### src/rtl/qr_pkg.sv
// Shared constants and types for the QR array output path.
// Holds the default lane geometry, the per-lane skew step and a row type,
// plus the helper that turns a lane index into its realignment delay.
package qr_pkg;

  localparam int DATA_W            = 20;
  localparam int CORDIC_PIPE_STAGE = 8;
  localparam int NUM_LANES         = 4;
  localparam int SKEW_D            = CORDIC_PIPE_STAGE + 1;

  typedef logic signed [DATA_W-1:0] sample_t;
  typedef sample_t                  row_t [NUM_LANES];

  // The last lane is the most delayed by the array, so it passes straight
  // through; every earlier lane waits for it, one skew step per lane gap.
  function automatic int lane_len(input int lane, input int lanes, input int step);
    return (lanes - 1 - lane) * step;
  endfunction

endpackage

### src/rtl/lane_delay.sv
// Fixed-length {valid,data} shift register used to realign one array lane.
// Ports: clk/reset (sync, active-high), valid/data in, delayed_valid/delayed_data out.
// Latency LEN cycles (LEN=0 is a plain wire); no backpressure, always shifts.
module lane_delay #(
  parameter int LEN = 0,
  parameter int W   = 20
) (
  input  logic         clk,
  input  logic         reset,
  input  logic         valid,
  input  logic [W-1:0] data,
  output logic         delayed_valid,
  output logic [W-1:0] delayed_data
);

  generate
    if (LEN == 0) begin : g_wire
      assign delayed_valid = valid;
      assign delayed_data  = data;
      // A zero-length lane has no state, so the clock and reset go nowhere.
      logic unused_clk_reset;
      assign unused_clk_reset = clk ^ reset;
    end else begin : g_sr
      logic [W:0] sr [LEN];

      always_ff @(posedge clk) begin
        if (reset) begin
          for (int i = 0; i < LEN; i++) sr[i] <= '0;
        end else begin
          sr[0] <= {valid, data};
          for (int i = 1; i < LEN; i++) sr[i] <= sr[i-1];
        end
      end

      assign {delayed_valid, delayed_data} = sr[LEN-1];
    end
  endgenerate

endmodule

### src/rtl/qr_out_deskew.sv
// Realigns the four staggered CORDIC array result lanes into row words and
// queues them in a small FIFO for a valid/ready consumer, tagging frame ends.
// Ports: Clk/Reset (sync, active-high); InValid[3:0]/InData1..4 skewed lanes;
//   OutValid/OutReady handshake with OutData1..4/OutLast at the FIFO head;
//   SkewErr pulses on a partial aligned row, Overflow is sticky on a drop.
// Latency: lane-3 sample at t shows on OutData at t+2 into an empty FIFO.
// Backpressure: rows queue while OutReady=0; a push into a full FIFO with
//   no simultaneous pop is dropped and sets Overflow.
module qr_out_deskew #(
  parameter int CORDIC_PIPE_STAGE = qr_pkg::CORDIC_PIPE_STAGE,
  parameter int DATA_W            = qr_pkg::DATA_W,
  parameter int NUM_LANES         = qr_pkg::NUM_LANES,
  parameter int ROWS              = 4,
  parameter int FIFO_DEPTH        = 8
) (
  input  logic              Clk,
  input  logic              Reset,
  input  logic [3:0]        InValid,
  input  logic [DATA_W-1:0] InData1,
  input  logic [DATA_W-1:0] InData2,
  input  logic [DATA_W-1:0] InData3,
  input  logic [DATA_W-1:0] InData4,
  output logic              OutValid,
  input  logic              OutReady,
  output logic [DATA_W-1:0] OutData1,
  output logic [DATA_W-1:0] OutData2,
  output logic [DATA_W-1:0] OutData3,
  output logic [DATA_W-1:0] OutData4,
  output logic              OutLast,
  output logic              SkewErr,
  output logic              Overflow
);

  import qr_pkg::lane_len;

  localparam int D    = CORDIC_PIPE_STAGE + 1;
  localparam int AW   = (FIFO_DEPTH > 1) ? $clog2(FIFO_DEPTH) : 1;
  localparam int CW   = $clog2(FIFO_DEPTH + 1);
  localparam int RW   = (ROWS > 1) ? $clog2(ROWS) : 1;
  localparam int ROWW = NUM_LANES * DATA_W;

  // ---------------- per-lane deskew ----------------
  logic [NUM_LANES-1:0][DATA_W-1:0] lane_data;
  logic [NUM_LANES-1:0][DATA_W-1:0] dly_data;
  logic [NUM_LANES-1:0]             dly_valid;

  assign lane_data = {InData4, InData3, InData2, InData1};

  generate
    for (genvar k = 0; k < NUM_LANES; k++) begin : g_lane
      lane_delay #(
        .LEN (lane_len(k, NUM_LANES, D)),
        .W   (DATA_W)
      ) u_lane (
        .clk           (Clk),
        .reset         (Reset),
        .valid         (InValid[k]),
        .data          (lane_data[k]),
        .delayed_valid (dly_valid[k]),
        .delayed_data  (dly_data[k])
      );
    end
  endgenerate

  // ---------------- align stage ----------------
  logic            all_valid;
  logic            any_valid;
  logic            cand_valid;
  logic [ROWW-1:0] cand_row;
  logic            skew_err;

  assign all_valid = &dly_valid;
  assign any_valid = |dly_valid;

  always_ff @(posedge Clk) begin
    if (Reset) begin
      cand_valid <= 1'b0;
      cand_row   <= '0;
      skew_err   <= 1'b0;
    end else begin
      cand_valid <= all_valid;
      // A partial row is reported and discarded rather than pushed.
      skew_err   <= any_valid & ~all_valid;
      if (all_valid) cand_row <= dly_data;
    end
  end

  // ---------------- row FIFO ----------------
  logic [ROWW-1:0] mem [FIFO_DEPTH];
  logic [AW-1:0]   wr_ptr;
  logic [AW-1:0]   rd_ptr;
  logic [CW-1:0]   count;
  logic [RW-1:0]   row_cnt;
  logic            overflow;
  logic            full;
  logic            not_empty;
  logic            push;
  logic            pop;
  logic            drop;
  logic [ROWW-1:0] head;

  assign full      = (count == CW'(FIFO_DEPTH));
  assign not_empty = (count != '0);
  assign pop       = not_empty & OutReady;
  // A pop in the same cycle frees the slot, so a full FIFO still accepts.
  assign push      = cand_valid & (~full | pop);
  assign drop      = cand_valid & full & ~pop;

  always_ff @(posedge Clk) begin
    if (push) mem[wr_ptr] <= cand_row;
  end

  always_ff @(posedge Clk) begin
    if (Reset) begin
      wr_ptr   <= '0;
      rd_ptr   <= '0;
      count    <= '0;
      row_cnt  <= '0;
      overflow <= 1'b0;
    end else begin
      if (push) wr_ptr <= wr_ptr + 1'b1;
      if (pop)  rd_ptr <= rd_ptr + 1'b1;
      case ({push, pop})
        2'b10:   count <= count + 1'b1;
        2'b01:   count <= count - 1'b1;
        default: count <= count;
      endcase
      if (pop) row_cnt <= (row_cnt == RW'(ROWS - 1)) ? '0 : row_cnt + 1'b1;
      if (drop) overflow <= 1'b1;
    end
  end

  // Memory is not reset, so the head is masked until it holds a real row.
  assign head     = not_empty ? mem[rd_ptr] : '0;
  assign OutValid = not_empty;
  assign OutData1 = head[0*DATA_W +: DATA_W];
  assign OutData2 = head[1*DATA_W +: DATA_W];
  assign OutData3 = head[2*DATA_W +: DATA_W];
  assign OutData4 = head[3*DATA_W +: DATA_W];
  assign OutLast  = not_empty && (row_cnt == RW'(ROWS - 1));
  assign SkewErr  = skew_err;
  assign Overflow = overflow;

endmodule

### config.mk
export PLATFORM = sky130hd
export DESIGN_NAME = qr_out_deskew
export DESIGN_NICKNAME = d
export VERILOG_FILES = /design/src/rtl/qr_pkg.sv /design/src/rtl/lane_delay.sv /design/src/rtl/qr_out_deskew.sv
export SDC_FILE = /design/constraint.sdc
export NUM_CORES = 2
export LEC_CHECK = 0
export CORE_ASPECT_RATIO = 0.8
export CORE_MARGIN = 2
export CORE_UTILIZATION = 25
export CTS_CLUSTER_SIZE = 28
export DETAILED_ROUTE_END_ITERATION = 16
export GPL_TIMING_DRIVEN = 0
export SLEW_MARGIN = 25
export SYNTH_ARGS = -nofsm -noshare
export SYNTH_HDL_FRONTEND = slang
export SYNTH_SLANG_ARGS = --single-unit
### constraint.sdc
create_clock -name Clk -period 10.6 [get_ports Clk]
set_input_delay 2.12 -clock Clk [delete_from_list [all_inputs] [get_ports Clk]]
set_output_delay 2.12 -clock Clk [all_outputs]
set_load 0.005 [all_outputs]
==> impl_results.md <==
* Status: finished clean
* Synthesized cell area at 57,850 um2
* Syn Inst Count at 3,691
* Slowest stage cell, crit path: clkdlybuf4s50_1
* Setup TNS at 0 ps
* Die Area at 235,300 um2
* Largest family of logic cells by synthesized area: simple AND/OR/NAND/NOR gates
* Net Sw Power at 3.585 mW
* Leak pwr at 25.59 nW
* Initial antenna violation count at 8
* Crit-path max FO at 10
* Adder-Cell Fraction of Synth Area at 0.08651%
* Final worst path period share at 54.85%
* RSZ-0062 raised after global routing: no
* Count of cell types in the netlist at 37
* Layout area overhead at 20.84%
* Core area at 229,400 um2
* Wire length of the first global-routing pass at 155.0 mm
* Hold Crit Class: flip-flop to flip-flop
* Post_cts resized at 0
* Vias in the first global route at 26,646
* Endpoints failing hold at 0
* Multi-input gate area at 13,110 um2
* Final count of negative-setup-slack endpoints at 0
* Slew @ Worst Pin at 1021 ps
* Mux cell area share after synthesis at 7.647%
* WP data arrival at 3690 ps
* Crit path max-delay family: buffers and inverters
* CTS sink count at 1,872
* Simple-Gate Fraction of Synth Area at 13.25%
* WP data required at 8480 ps
* Post-DP Area at 64,280 um2
* Die width at 541.8 um
* Post-Syn Area per Cell at 15.67 um2
* IO Count at 171
* Number of warnings issued by yosys at 0
* Initial core utilization at 25.22%
* Initial DRC count at 1,468
* Post-synth EDFFs at 640
* DP Wirelength at 68.54 mm
* Crit path time final at 5814 ps
* Drt via density at 3.635
* Drt first pass iters at 5
* CTS tree: yes
* P_int at 11.83 mW
* Worst Setup End Kind: primary output
* CTS H-tree depth at 4
* Peak VDD IR at 0.0001245 V
* Gate power share at 12.4%
* Worst hold margin at 382.8 ps
* Compound-gate portion of the synthesized area at 1.471%
* Max-cap viol count at 0
* Async SR Flop Fraction at 0%
* Routability cong. at 0.7019
* Type of the worst setup path: flip-flop to primary output
* Crit path largest cell delay at 610 ps
* FF/Latch Area at 43,880 um2
* Pre-CTS WS at 5424 ps
* Post-synthesis register bit count at 1,872
* Largest net degree at the start of global routing at 20
* Clk_lat worst skew at 820 ps
* Final WL at 100.5 mm
* Final Total Pwr at 15.42 mW
* Fin area at 69,910 um2
* Max Clk Rate at 0.1720 GHz
* Share of cells above drive strength 1 at 13.15%
* ANT nets after route at 0
* Critical path's most frequent cell: buf_2
* Top FF cell, synth: dfxtp_1
* Final Max Slew Viols at 0
* Rel. slew slack at 31.95%
* Max Buffers Root-to-Sink at 4
* Worst Slack Setup Final at 4786 ps
* Clock power frac at 39.4%
* FILL cells at 22,696
* Hold buffer count at cts at 0
* Via count at 26,422
* Max Clock Skew at 62.53 ps
* Synth Area in XOR/XNOR at 0.1060%
* Overflow after GRT at 0
* CP startpoint kind: flip-flop
* Overall die height at 434.3 um
* Sw frac at 23.25%
* GRT Util Overall at 8.482%
* Setup bufs post-CTS at 0
* DR WL/cell at 13.82 um
* Crit path cell chain: buf_2 > buf_2 > buf_2 > mux4_2 > mux2i_1 > nor2_1 > clkdlybuf4s50_1
* Fin nets at 4,204
* Reg clk slew, reported paths at 60 ps
* Sequential power share at 48.2%
* Worst Path Buf+Inv at 4
* Site Rows at 157
* Synth Net Count at 3,782
* Sequential share of the synthesized area at 75.85%
* Port bufs at 168
* Remaining DRCs at 0
* Num CTS Buffers at 173
* Clk root buf: clkbuf_16
* Pwr/cell area at 220.5 nW/um2
-- final timing paths --
path	from	endpoint	slack [ps]	cells past startpoint
worst max-delay path	flip-flop	OutData3[9]	4790	7
worst min-delay path	g_lane[1].u_lane.g_sr.sr[0][323]	g_lane[1].u_lane.g_sr.sr[0][344]	380	1
worst min register to register	g_lane[1].u_lane.g_sr.sr[0][323]	g_lane[1].u_lane.g_sr.sr[0][344]	380	1
worst max register to register	cand_valid	mem[5][44]	7720	8
-- registers in the layout, indices dropped and copies added (netlist names), named ones only --
signal,count
cand_valid,1
g_lane.u_lane.g_sr.sr,1134
rd_ptr,3
count,4
SkewErr,1
mem,640
wr_ptr,3
row_cnt,2
cand_row,80
Overflow,1
-- through the flow --
step | cells | utilization [%]
after floorplan | 3691 | -
after global placement | 6880 | 27.60
after detailed placement | 6959 | 28.02
after CTS | 7265 | 30.47
after global routing | 7266 | 30.47
final | 7268 | 30.47
-- metal layers --
layer / share of wire (%) / vias to the layer above / wire, um / GRT usage, %
met5: 0 / - / 0 / 0
met4: 2.0 / 0 / 2021 / 2.443
met3: 6.0 / 153 / 6050 / 1.961
met2: 47 / 564 / 46860 / 13.99
met1: 45 / 12325 / 45540 / 11.07
li1: - / 13380 / - / -
-- synthesized netlist by cell type, drive strengths merged, types with 4 or more instances --
| cell | count | area share (%) |
|---|---|---|
| buf | 55 | 0.62 |
| ha | 4 | 0.087 |
| nand2 | 7 | 0.045 |
| clkbuf | 149 | 0.97 |
| dfxtp | 1232 | 43 |
| a21oi | 4 | 0.035 |
| nor2b | 1137 | 12 |
| nor2 | 100 | 0.68 |
| nand3 | 4 | 0.035 |
| xor2 | 4 | 0.061 |
| mux4 | 160 | 6.2 |
| edfxtp | 640 | 33 |
| mux2i | 82 | 1.4 |
| nor3 | 6 | 0.052 |
| a22o | 80 | 1.2 |
-- power groups by stage --
stage / logic [mW] / registers (mW) / clock network, mW
final: 1.91 / 7.43 / 6.07
after detailed placement: 2.02 / 7.59 / 0
after global routing: 2.10 / 7.43 / 6.55
after CTS: 2.03 / 7.43 / 6.26
after floorplan: 0.961 / 7.58 / 0
after global placement: 2.02 / 7.59 / 0
-- layout by cell type, fill, tap and decap left out, drive strengths merged, types with 44 or more instances in the layout --
master            n
dfxtp          1232
nor2b          1137
edfxtp          640
clkbuf          389
clkdlybuf4s50   168
mux4            160
buf             134
nor2            100
mux2i            82
a22o             80
clkinv           44
-- cell families after synthesis --
family	count (synthesis)
mux	242
flops	1872
buf+inv	205
simple gates	1266
compound gates	95
xor+xnor	7
fa+ha+maj	4
-- worst reg2reg max path: cells and delay by family, from the launching register on --
family | cells | cell delay (ps)
buffers and inverters | 6 | 1360
and+or+nand+nor | 1 | 590
DFF | 1 | 510
AOI/OAI and AO/OA | 1 | 140
-- final cells by class --
| cell class | count | share of cell area [%] |
|---|---|---|
| Sequential cell | 1872 | 62.77 |
| Multi-Input combinational cell | 1614 | 18.76 |
| Clock buffer | 240 | 7.073 |
| Tap cell | 3021 | 5.407 |
| Timing Repair Buffer | 247 | 3.694 |
| Buffer | 204 | 1.312 |
| Clock inverter | 66 | 0.9736 |
| Antenna cell | 3 | 0.01074 |
| Inverter | 1 | 0.005369 |
(Power assumes the default switching activity.)
